<file path="src/rtl/cont_param.sv">
// Parametrised up/down modulo counter with load, enable, prescaler, wrap/saturate mode,
// terminal-count pulse and sticky overflow flag.
module cont_param #(
  parameter int unsigned WIDTH    = 4,
  parameter int unsigned MAX_VAL  = (2 ** WIDTH) - 1,
  parameter int unsigned SATURATE = 0,
  parameter int unsigned DIV      = 1
) (
  input  logic             clock,
  input  logic             reset,
  input  logic             en,
  input  logic             up,
  input  logic             load,
  input  logic [WIDTH-1:0] load_val,
  input  logic             clr_ovf,
  output logic [WIDTH-1:0] sa,
  output logic             tc,
  output logic             ovf
);

  localparam int unsigned PW = (DIV > 1) ? $clog2(DIV) : 1;
  localparam logic [WIDTH-1:0] MaxV  = MAX_VAL[WIDTH-1:0];
  localparam logic [PW-1:0]    PLast = PW'(DIV - 1);

  logic [WIDTH-1:0] sa_q, sa_d;
  logic [PW-1:0]    pcnt_q, pcnt_d;
  logic             tc_q, tc_d;
  logic             ovf_q, ovf_d;
  logic             step;
  logic             boundary;

  assign step     = en & ~load & (pcnt_q == PLast);
  assign boundary = step & (up ? (sa_q == MaxV) : (sa_q == '0));

  always_comb begin
    sa_d   = sa_q;
    pcnt_d = pcnt_q;
    tc_d   = 1'b0;
    ovf_d  = ovf_q;
    if (load) begin
      sa_d   = (load_val > MaxV) ? MaxV : load_val;
      pcnt_d = '0;
    end else if (en) begin
      if (step) begin
        pcnt_d = '0;
        if (boundary) begin
          tc_d = 1'b1;
          // Saturate mode leaves sa untouched at the limit.
          if (SATURATE == 0) begin
            sa_d = up ? '0 : MaxV;
          end
        end else begin
          sa_d = up ? (sa_q + WIDTH'(1)) : (sa_q - WIDTH'(1));
        end
      end else begin
        pcnt_d = pcnt_q + PW'(1);
      end
    end
    // Set takes precedence over a coincident clear.
    if (boundary) begin
      ovf_d = 1'b1;
    end else if (clr_ovf) begin
      ovf_d = 1'b0;
    end
  end

  always_ff @(posedge clock or negedge reset) begin
    if (!reset) begin
      sa_q   <= '0;
      pcnt_q <= '0;
      tc_q   <= 1'b0;
      ovf_q  <= 1'b0;
    end else begin
      sa_q   <= sa_d;
      pcnt_q <= pcnt_d;
      tc_q   <= tc_d;
      ovf_q  <= ovf_d;
    end
  end

  assign sa  = sa_q;
  assign tc  = tc_q;
  assign ovf = ovf_q;

endmodule

</file>
<file path="config.mk">
export PLATFORM = sky130hd
export DESIGN_NAME = cont_param
export DESIGN_NICKNAME = d
export VERILOG_FILES = /design/src/rtl/cont_param.sv
export SDC_FILE = /design/constraint.sdc
export NUM_CORES = 1
export LEC_CHECK = 0
export ABC_AREA = 1
export ABC_CLOCK_PERIOD_IN_PS = 1900
export CAP_MARGIN = 40
export CORE_AREA = 5 5 42 44
export DETAILED_ROUTE_END_ITERATION = 6
export DIE_AREA = 0 0 47 49
export PLACE_DENSITY_LB_ADDON = 0.15
export REMOVE_ABC_BUFFERS = 1
export SLEW_MARGIN = 15
export SYNTH_ARGS = -nofsm -noshare
export SYNTH_HDL_FRONTEND = slang
export SYNTH_SLANG_ARGS = --single-unit
</file>
<file path="constraint.sdc">
create_clock -name clock -period 1.9 [get_ports clock]
set_clock_uncertainty 0.15 [all_clocks]
set_input_delay 0.38 -clock clock [delete_from_list [all_inputs] [get_ports clock]]
set_output_delay 0.38 -clock clock [all_outputs]
set_load 0.01 [all_outputs]
</file>
==> results.json, run 1 <==
{
  "r2r-end": "sa[3]$_DFFE_PN0P_",
  "path_class": "flip-flop to output port",
  "multi_input_area_um2": 279,
  "critical_path.endpoint_type": "output port",
  "setup_violations": 0,
  "grt_setup_unrepaired": "false",
  "clock_power_share_pct": 24.9,
  "layout_commonest_cell": "nand2_1",
  "nNetsFinal": 108,
  "cpMaxStageDelayCell": "clkdlybuf4s50_1",
  "timing_hold_violations_final": 0,
  "cp-startpoint": "sa[1]$_DFFE_PN0P_",
  "postSynth.asyncResetShare_pct": 100,
  "grt_antenna_before_repair": 0,
  "hold_buffers": 0,
  "required_ns": 1.37,
  "pwr-share-comb_pct": 38.9,
  "yosys_most_used_dff": "dfrtp_1",
  "synth_area_leaders": "dfrtp_1 36%, nand2_1 23%, nor2_1 7.8%",
  "grt_pass1_vias": 487,
  "dp.cells": 106,
  "p_leak_nw": 0.379,
  "worst_slew_pin_slew_ns": 0.328,
  "peakVddDrop_mv": 0.552,
  "cts-root-buf": "clkbuf_4",
  "avgSynthCellArea_um2": 6.82,
  "cp.buffers_inverters": 1,
  "diodes": 0,
  "via_per_inst": 4.53,
  "drtIter0Drc": 4,
  "dp_hpwl_um": 903,
  "min_path_type": "input pin to asynchronous set/reset pin",
  "design_area_um2": 714,
  "met1_length_um": 493,
  "synth_edf_count": 0,
  "core_area_um2": 1400,
  "grt.overflow.total": 0,
  "yosys.area.top_type": "dfrtp_1",
  "ys_seq_area_share_pct": 36.2,
  "clock-sinks": 7,
  "slew_headroom_pct": 78.1,
  "fmax_mhz": 550,
  "synthToLayoutAreaGrowth_pct": 47.5,
  "via_count": 498,
  "drc": 0,
  "place_area_um2": 684,
  "io_pins": 16,
  "synth_top_area_share_pct": 36.2,
  "r2r_cells": 8,
  "postCtsSetupRepairBufs": 0,
  "crit_cells": 1,
  "clk_path_buf_depth": 2,
  "p_seq_share_pct": 36.2,
  "endpoint": "sa[1]",
  "synth-seq-cells": 7,
  "slew_viol_final": 0,
  "path_max_fanout": 6,
  "max_stage_delay_ns": 0.58,
  "yosys_warnings": 0,
  "power_density_nw_per_um2": 768,
  "syn_area_um2": 484,
  "gpl.final_weighted_congestion": 0.699,
  "grtUsageTotal_pct": 11.5,
  "wl_met2_um": 511,
  "portBuffers": 15,
  "htreeDepth": 1,
  "initial_core_util_pct": 34.6,
  "cap_violations": 0,
  "fin_cells": 110,
  "dr_wl_met3_um": 66,
  "cts_tree": "done",
  "p_int_uw": 361,
  "die_area_um2": 2300,
  "r2r-start": "sa[2]$_DFFE_PN0P_",
  "cp_top_family": "buffers and inverters",
  "syn_inst": 71,
  "die_h_um": 49,
  "status": "finished clean",
  "path_clk_slew_ns": 0.05,
  "fp.dieW_um": 47,
  "swShare_pct": 34.2,
  "layout_common_cells": "30 x nand2_1, 14 x clkdlybuf4s50_1, 10 x nor2_1",
  "seqCellArea_um2": 176,
  "grt_pass1_wl_mm": 1.95,
  "finalCriticalPeriod_ns": 1.82,
  "fin_crit_sh_pct": 95.7,
  "drive_gt1_share_pct": 16.0,
  "ys_types": 17,
  "clk_latency_ns": 0.25,
  "startpoint_type": "flip-flop",
  "reg2reg_setup_slack_ns": 0.31,
  "final_core_util_pct": 51.0,
  "grt_max_degree": 9,
  "cts_made_buffers": 3,
  "crit_chain": "clkdlybuf4s50_1",
  "row_count": 14,
  "worstPathArrival_ns": 1.29,
  "avgRoutedWirePerCell_um": 9.91,
  "top_layer": "met4",
  "wl_mm": 1.09,
  "drtAntennaViolNets": 0,
  "n_fill_cell": 142,
  "drt_first_pass_iters": 4,
  "switchingPower_uw": 188,
  "power_uw": 549
}
layout make-up:
type	count	share of cell area [%]
inverters	8	4.20
multi-input cells	56	39.1
clock buffers	4	3.68
repair buffers	19	25.6
well taps	16	2.80
flip-flops and latches	7	24.7
logic make-up (layout without fill, tap and decap cells):
logic type	Yosys count	count (layout)	share of synthesized area (%)
buffers and inverters	8	31	6.20
AOI/OAI and AO/OA	4	4	4.91
xor gates and xnor gates	1	1	1.81
DFF	7	7	36.2
and+or+nand+nor	48	48	41.6
adders and majority gates	3	3	9.30
synthesized netlist by cell type (2+ instances only):
| master | count |
|---|---|
| o21ai_0 | 2 |
| nand3_1 | 2 |
| nand2_1 | 30 |
| ha_1 | 2 |
| nor2_1 | 10 |
| dfrtp_1 | 7 |
| inv_1 | 7 |
| nor2_2 | 2 |
metrics by stage:
step / setup slack [ns] / hold slack, ns / setup TNS [ns]
4_1_cts: 0.0294 / 0.246 / 0
5_1_grt: 0.0255 / 0.269 / 0
3_5_place_dp: -0.227 / 0.340 / -0.432
6_report: 0.0825 / 0.237 / 0
2_1_floorplan: 0.334 / -0.0656 / 0
3_3_place_gp: -0.226 / 0.333 / -0.389
power by group through the flow:
| stage | Sequential, mW | Clock [mW] | Combinational, mW |
|---|---|---|---|
| 2_1_floorplan | 0.203 | 0 | 0.111 |
| 3_3_place_gp | 0.200 | 0 | 0.212 |
| 3_5_place_dp | 0.201 | 0 | 0.215 |
| 4_1_cts | 0.199 | 0.139 | 0.217 |
| 5_1_grt | 0.204 | 0.148 | 0.244 |
| 6_report | 0.199 | 0.137 | 0.213 |
layer usage:
layer  global-route usage, %  vias up
li1                        -      264
met1                    14.4      221
met2                    17.9       11
met3                    3.69        2
met4                    4.15        0
met5                       0        -
sequential cells by signal (all words and copies together) (netlist names):
signal and count:
ovf 1, tc 1, pcnt_q 1, sa 4
worst min-delay path by stage:
stage,to,slack [ns]
final,pcnt_q$_DFFE_PN0P_,0.24
after global routing,ovf$_DFFE_PN0P_,0.27
after floorplan,ovf$_DFFE_PN0P_,-0.07
after global placement,pcnt_q$_DFFE_PN0P_,0.33
after CTS,pcnt_q$_DFFE_PN0P_,0.25
after detailed placement,pcnt_q$_DFFE_PN0P_,0.34
timing repair:
item,in CTS,in global routing
hold endpoints to repair,0,0
setup endpoints to repair,0,3
resized for setup,0,3
Power figures use the tool's default switching activity.
==> run 2: changes to the inputs <==
--- a/config.mk
+++ b/config.mk
@@ -6,7 +6,7 @@
 export NUM_CORES = 1
 export LEC_CHECK = 0
 export ABC_AREA = 1
-export ABC_CLOCK_PERIOD_IN_PS = 1900
+export ABC_CLOCK_PERIOD_IN_PS = 2000
 export CAP_MARGIN = 40
 export CORE_AREA = 5 5 42 44
 export DETAILED_ROUTE_END_ITERATION = 6
==> constraint.sdc (replaced) <==
create_clock -name clock -period 2 [get_ports clock]
set_clock_uncertainty 0.15 [all_clocks]
set_input_delay 0.4 -clock clock [delete_from_list [all_inputs] [get_ports clock]]
set_output_delay 0.4 -clock clock [all_outputs]
set_load 0.01 [all_outputs]
==> run 2 against run 1 <==
Clock power down 9%. Non-clock buffer count down 1. Critical path depth unchanged. Sequential power down 5%. Flip-flop and latch count unchanged. Largest power group unchanged.
==> results.json, run 2 (synthesis gave the netlist of run 1 again) <==
{
  "status": "finished clean",
  "drc": 0,
  "whs_ns": 0.262,
  "drtAntennaViolNets": 0,
  "crit_chain": "clkdlybuf4s50_1",
  "cts_made_buffers": 3,
  "setup_violations": 0,
  "cp.buffers_inverters": 1,
  "grt_pass1_vias": 449,
  "critical_path.endpoint_type": "output port",
  "peakVddDrop_mv": 0.552,
  "dp_hpwl_um": 905,
  "via_count": 510,
  "clock-sinks": 7,
  "cpMaxStageDelayCell": "clkdlybuf4s50_1",
  "drtIter0Drc": 10,
  "grt_pass1_wl_mm": 1.87,
  "cap_violations": 0,
  "power_density_nw_per_um2": 734,
  "portBuffers": 15,
  "min_path_type": "input pin to asynchronous set/reset pin",
  "slew_viol_final": 0,
  "r2r-start": "sa[0]$_DFFE_PN0P_",
  "slew_headroom_pct": 78.8,
  "crit_cells": 1,
  "wl_mm": 1.10,
  "finalCriticalPeriod_ns": 1.88,
  "fin_crit_sh_pct": 93.8,
  "fin_cells": 109,
  "initial_core_util_pct": 34.6,
  "r2r_cells": 6,
  "via_per_inst": 4.68,
  "io_pins": 16,
  "grt_setup_unrepaired": "false",
  "gpl.final_weighted_congestion": 0.770,
  "grt_antenna_before_repair": 0,
  "avgRoutedWirePerCell_um": 10.1,
  "core_area_um2": 1400,
  "dp.cells": 105,
  "path_clk_slew_ns": 0.05,
  "layout_commonest_cell": "nand2_1",
  "synthToLayoutAreaGrowth_pct": 45.2,
  "cts-root-buf": "clkbuf_4",
  "row_count": 14,
  "startpoint_type": "flip-flop",
  "n_fill_cell": 151,
  "hold_buffers": 0,
  "layout_common_cells": "30 x nand2_1, 15 x clkdlybuf4s50_1, 10 x nor2_1",
  "path_max_fanout": 7,
  "drt_first_pass_iters": 4,
  "p_leak_nw": 0.367,
  "worstPathArrival_ns": 1.33,
  "die_h_um": 49,
  "die_area_um2": 2300,
  "cp-startpoint": "sa[0]$_DFFE_PN0P_",
  "diodes": 0,
  "worst_slew_pin_slew_ns": 0.316,
  "timing_hold_violations_final": 0,
  "grt.overflow.total": 0,
  "seqCellArea_um2": 175,
  "multi_input_area_um2": 279,
  "path_class": "flip-flop to output port",
  "clk_path_buf_depth": 2,
  "postCtsSetupRepairBufs": 0,
  "nNetsFinal": 107,
  "fmax_mhz": 533,
  "max_stage_delay_ns": 0.59,
  "required_ns": 1.45,
  "htreeDepth": 1,
  "cts_resized": 0,
  "cts_tree": "done",
  "cp_top_family": "buffers and inverters",
  "largest_register_ffs": 4,
  "fp.dieW_um": 47,
  "grtUsageTotal_pct": 11.2,
  "grt_max_degree": 9,
  "clk_latency_ns": 0.24,
  "final.setup.tns_ns": 0,
  "drive_gt1_share_pct": 12.9
}
-- run 2: cell count changes in the layout (fill, tap and decap cells not counted) --
cell,previous run,this run
dfrtp_1,6,7
inv_2,2,1
buf_4,4,3
dlymetal6s2s_1,1,0
inv_1,6,7
dfrtp_2,1,0
clkdlybuf4s50_1,14,15
-- run 2: final timing paths --
check                                      to  slack, ns
hold reg to reg            pcnt_q$_DFFE_PN0P_       0.35
max in group asynchronous   sa[3]$_DFFE_PN0P_       1.20
setup reg to reg            sa[2]$_DFFE_PN0P_       0.45
min in group clock         pcnt_q$_DFFE_PN0P_       0.35
hold / removal             pcnt_q$_DFFE_PN0P_       0.26
setup / recovery                        sa[0]       0.12
-- run 2: per-layer routing --
layer,global-route usage (%),wire [µm],vias up
met2,16.1,528,13
met4,5.53,16,0
met5,0,0,-
met3,3.69,67,2
met1,14.6,489,231
li1,-,-,264
-- run 2: per-stage QoR --
step / cell area [µm²] / util (%) / setup slack [ns] / power, mW
floorplan: 484 / - / 0.414 / 0.298
global placement: 677 / 48.3 / -0.0788 / 0.393
detailed placement: 677 / 48.3 / -0.0996 / 0.395
CTS: 703 / 50.2 / 0.104 / 0.525
global route: 703 / 50.2 / 0.0225 / 0.565
finish: 703 / 50.2 / 0.125 / 0.516
-- run 2: cell type report --
type,count,share of cell area (%)
Sequential cell,7,24.9
Tap cell,16,2.85
Multi-Input combinational cell,56,39.7
Clock buffer,4,3.74
Timing Repair Buffer,18,24.6
Inverter,8,4.27
-- run 2: power breakdown --
group	total [mW]	internal, mW	leakage, nW	switching [mW]
Sequential	0.190	0.160	0.0889	0.0305
Clock	0.125	0.0759	0.0150	0.0489
Combinational	0.201	0.106	0.263	0.0952
Total	0.516	0.341	0.367	0.175
==> run 3: changes to the inputs <==
--- a/config.mk
+++ b/config.mk
@@ -8,10 +8,11 @@
 export ABC_AREA = 1
 export ABC_CLOCK_PERIOD_IN_PS = 2000
 export CAP_MARGIN = 40
-export CORE_AREA = 5 5 42 44
+export CORE_AREA = 2 2 39 41
 export DETAILED_ROUTE_END_ITERATION = 6
-export DIE_AREA = 0 0 47 49
+export DIE_AREA = 0 0 41 43
 export PLACE_DENSITY_LB_ADDON = 0.15
+export RECOVER_POWER = 25
 export REMOVE_ABC_BUFFERS = 1
 export SLEW_MARGIN = 15
 export SYNTH_ARGS = -nofsm -noshare
==> run 3 against run 2 <==
Global-route usage up 3.0 points. Combinational power about the same. Design area unchanged. Worst hold slack better by 0.065 ns. Wire length down 3.6%. Largest power group unchanged. Utilization up 0.64 points. Critical path depth unchanged.
==> results.json, run 3 (synthesis gave the netlist of run 1 again) <==
{
  "status": "finished clean",
  "p_seq_share_pct": 36.4,
  "layout_commonest_cell": "nand2_1",
  "cts_made_buffers": 3,
  "worstPathArrival_ns": 1.33,
  "max_stage_delay_ns": 0.59,
  "r2r_cells": 6,
  "die_area_um2": 1760,
  "cap_violations": 0,
  "io_pins": 16,
  "largest_register_ffs": 4,
  "critical_path.endpoint_type": "output port",
  "finalWorstSetupSlack_ns": 0.124,
  "core_area_um2": 1380,
  "grt.overflow.total": 0,
  "cp_top_family": "buffers and inverters",
  "cpMaxStageDelayCell": "clkdlybuf4s50_1",
  "diodes": 0,
  "worst_slew_pin_slew_ns": 0.315,
  "r2r-end": "sa[2]$_DFFE_PN0P_",
  "postCtsSetupRepairBufs": 0,
  "setup_violations": 0,
  "via_per_inst": 4.43,
  "crit_chain": "clkdlybuf4s50_1",
  "clk_path_buf_depth": 2,
  "path_max_fanout": 7,
  "synthToLayoutAreaGrowth_pct": 45.2,
  "fp.dieW_um": 41,
  "grt_pass1_vias": 418,
  "final.setup.tns_ns": 0,
  "path_class": "flip-flop to output port",
  "fmax_mhz": 533,
  "drive_gt1_share_pct": 12.9,
  "clock_power_share_pct": 24.8,
  "p_leak_nw": 0.367,
  "pwr-share-comb_pct": 38.8,
  "clock-sinks": 7,
  "row_count": 14,
  "initial_core_util_pct": 35.0,
  "portBuffers": 15,
  "grt_setup_unrepaired": "false",
  "cp.buffers_inverters": 1,
  "dp_hpwl_um": 833,
  "clk_latency_ns": 0.25,
  "slew_headroom_pct": 78.9,
  "fin_crit_sh_pct": 93.8,
  "pre_cts_slack_ns": -0.122,
  "layout_common_cells": "30 x nand2_1, 14 x clkdlybuf4s50_1, 10 x nor2_1",
  "grtUsageTotal_pct": 14.2,
  "wl_mm": 1.06,
  "power_uw": 516,
  "via_count": 483,
  "finalCriticalPeriod_ns": 1.88,
  "peakVddDrop_mv": 0.302,
  "startpoint_type": "flip-flop",
  "gpl.final_weighted_congestion": 0.713,
  "drtIter0Drc": 10,
  "power_density_nw_per_um2": 734,
  "required_ns": 1.45,
  "grt_max_degree": 9,
  "drtAntennaViolNets": 0,
  "drt_first_pass_iters": 4,
  "htreeDepth": 1,
  "r2r-start": "sa[0]$_DFFE_PN0P_",
  "switchingPower_uw": 175,
  "grt_pass1_wl_mm": 1.72,
  "nNetsFinal": 107,
  "hold_buffers": 0,
  "timing_hold_violations_final": 0,
  "min_path_type": "input pin to asynchronous set/reset pin",
  "avgRoutedWirePerCell_um": 9.74,
  "reg2reg_setup_slack_ns": 0.46,
  "die_h_um": 43,
  "cts_resized": 0,
  "path_clk_slew_ns": 0.05,
  "whs_ns": 0.327,
  "swShare_pct": 34.0,
  "p_int_uw": 341,
  "final_core_util_pct": 50.8,
  "cts-root-buf": "clkbuf_4",
  "slew_viol_final": 0,
  "cts_tree": "done",
  "grt_antenna_before_repair": 0,
  "drc": 0
}
==> run 3: cell count changes in the layout (fill, tap and decap cells not counted), sizes merged <==
cell	change
dlygate4sd3	+1
clkdlybuf4s50	-1
==> run 3: layout make-up <==
| type | count | area (µm²) |
|---|---|---|
| Clock buffer | 4 | 26.3 |
| Fill cell | 149 | 681 |
| Inverter | 8 | 30.0 |
| Multi-Input combinational cell | 56 | 279 |
| Sequential cell | 7 | 175 |
| Tap cell | 16 | 20.0 |
| Timing Repair Buffer | 18 | 173 |
==> run 3: worst max path at each step <==
stage / slack (ns) / depth (start not counted) / end / start
floorplan: 0.41 / 9 / sa[3]$_DFFE_PN0P_ / up
global placement: -0.1 / 10 / sa[3]$_DFFE_PN0P_ / up
detailed placement: -0.12 / 10 / sa[3]$_DFFE_PN0P_ / up
CTS: 0.11 / 1 / sa[0] / sa[0]$_DFFE_PN0P_
global route: 0.01 / 10 / sa[3]$_DFFE_PN0P_ / up
finish: 0.12 / 1 / sa[0] / sa[0]$_DFFE_PN0P_
==> run 3: power by group through the flow <==
stage / combinational [mW] / sequential [mW] / clock, mW
after floorplan: 0.105 / 0.193 / 0
after global placement: 0.197 / 0.192 / 0
after detailed placement: 0.200 / 0.190 / 0
after CTS: 0.202 / 0.188 / 0.133
after global routing: 0.230 / 0.192 / 0.141
final: 0.200 / 0.188 / 0.128
==> run 3: metal layers <==
metal / wire length (µm) / GRT usage [%] / vias up
li1: - / - / 262
met4: 0 / 8.00 / 0
met3: 37 / 1.57 / 0
met2: 499 / 18.8 / 8
met1: 524 / 21.7 / 213
met5: 0 / 0 / -
==> run 3: per-stage QoR <==
stage	std cells	cell area, µm²
5_1_grt	109	703
2_1_floorplan	71	484
4_1_cts	109	703
3_5_place_dp	105	677
6_report	109	703
3_3_place_gp	105	677
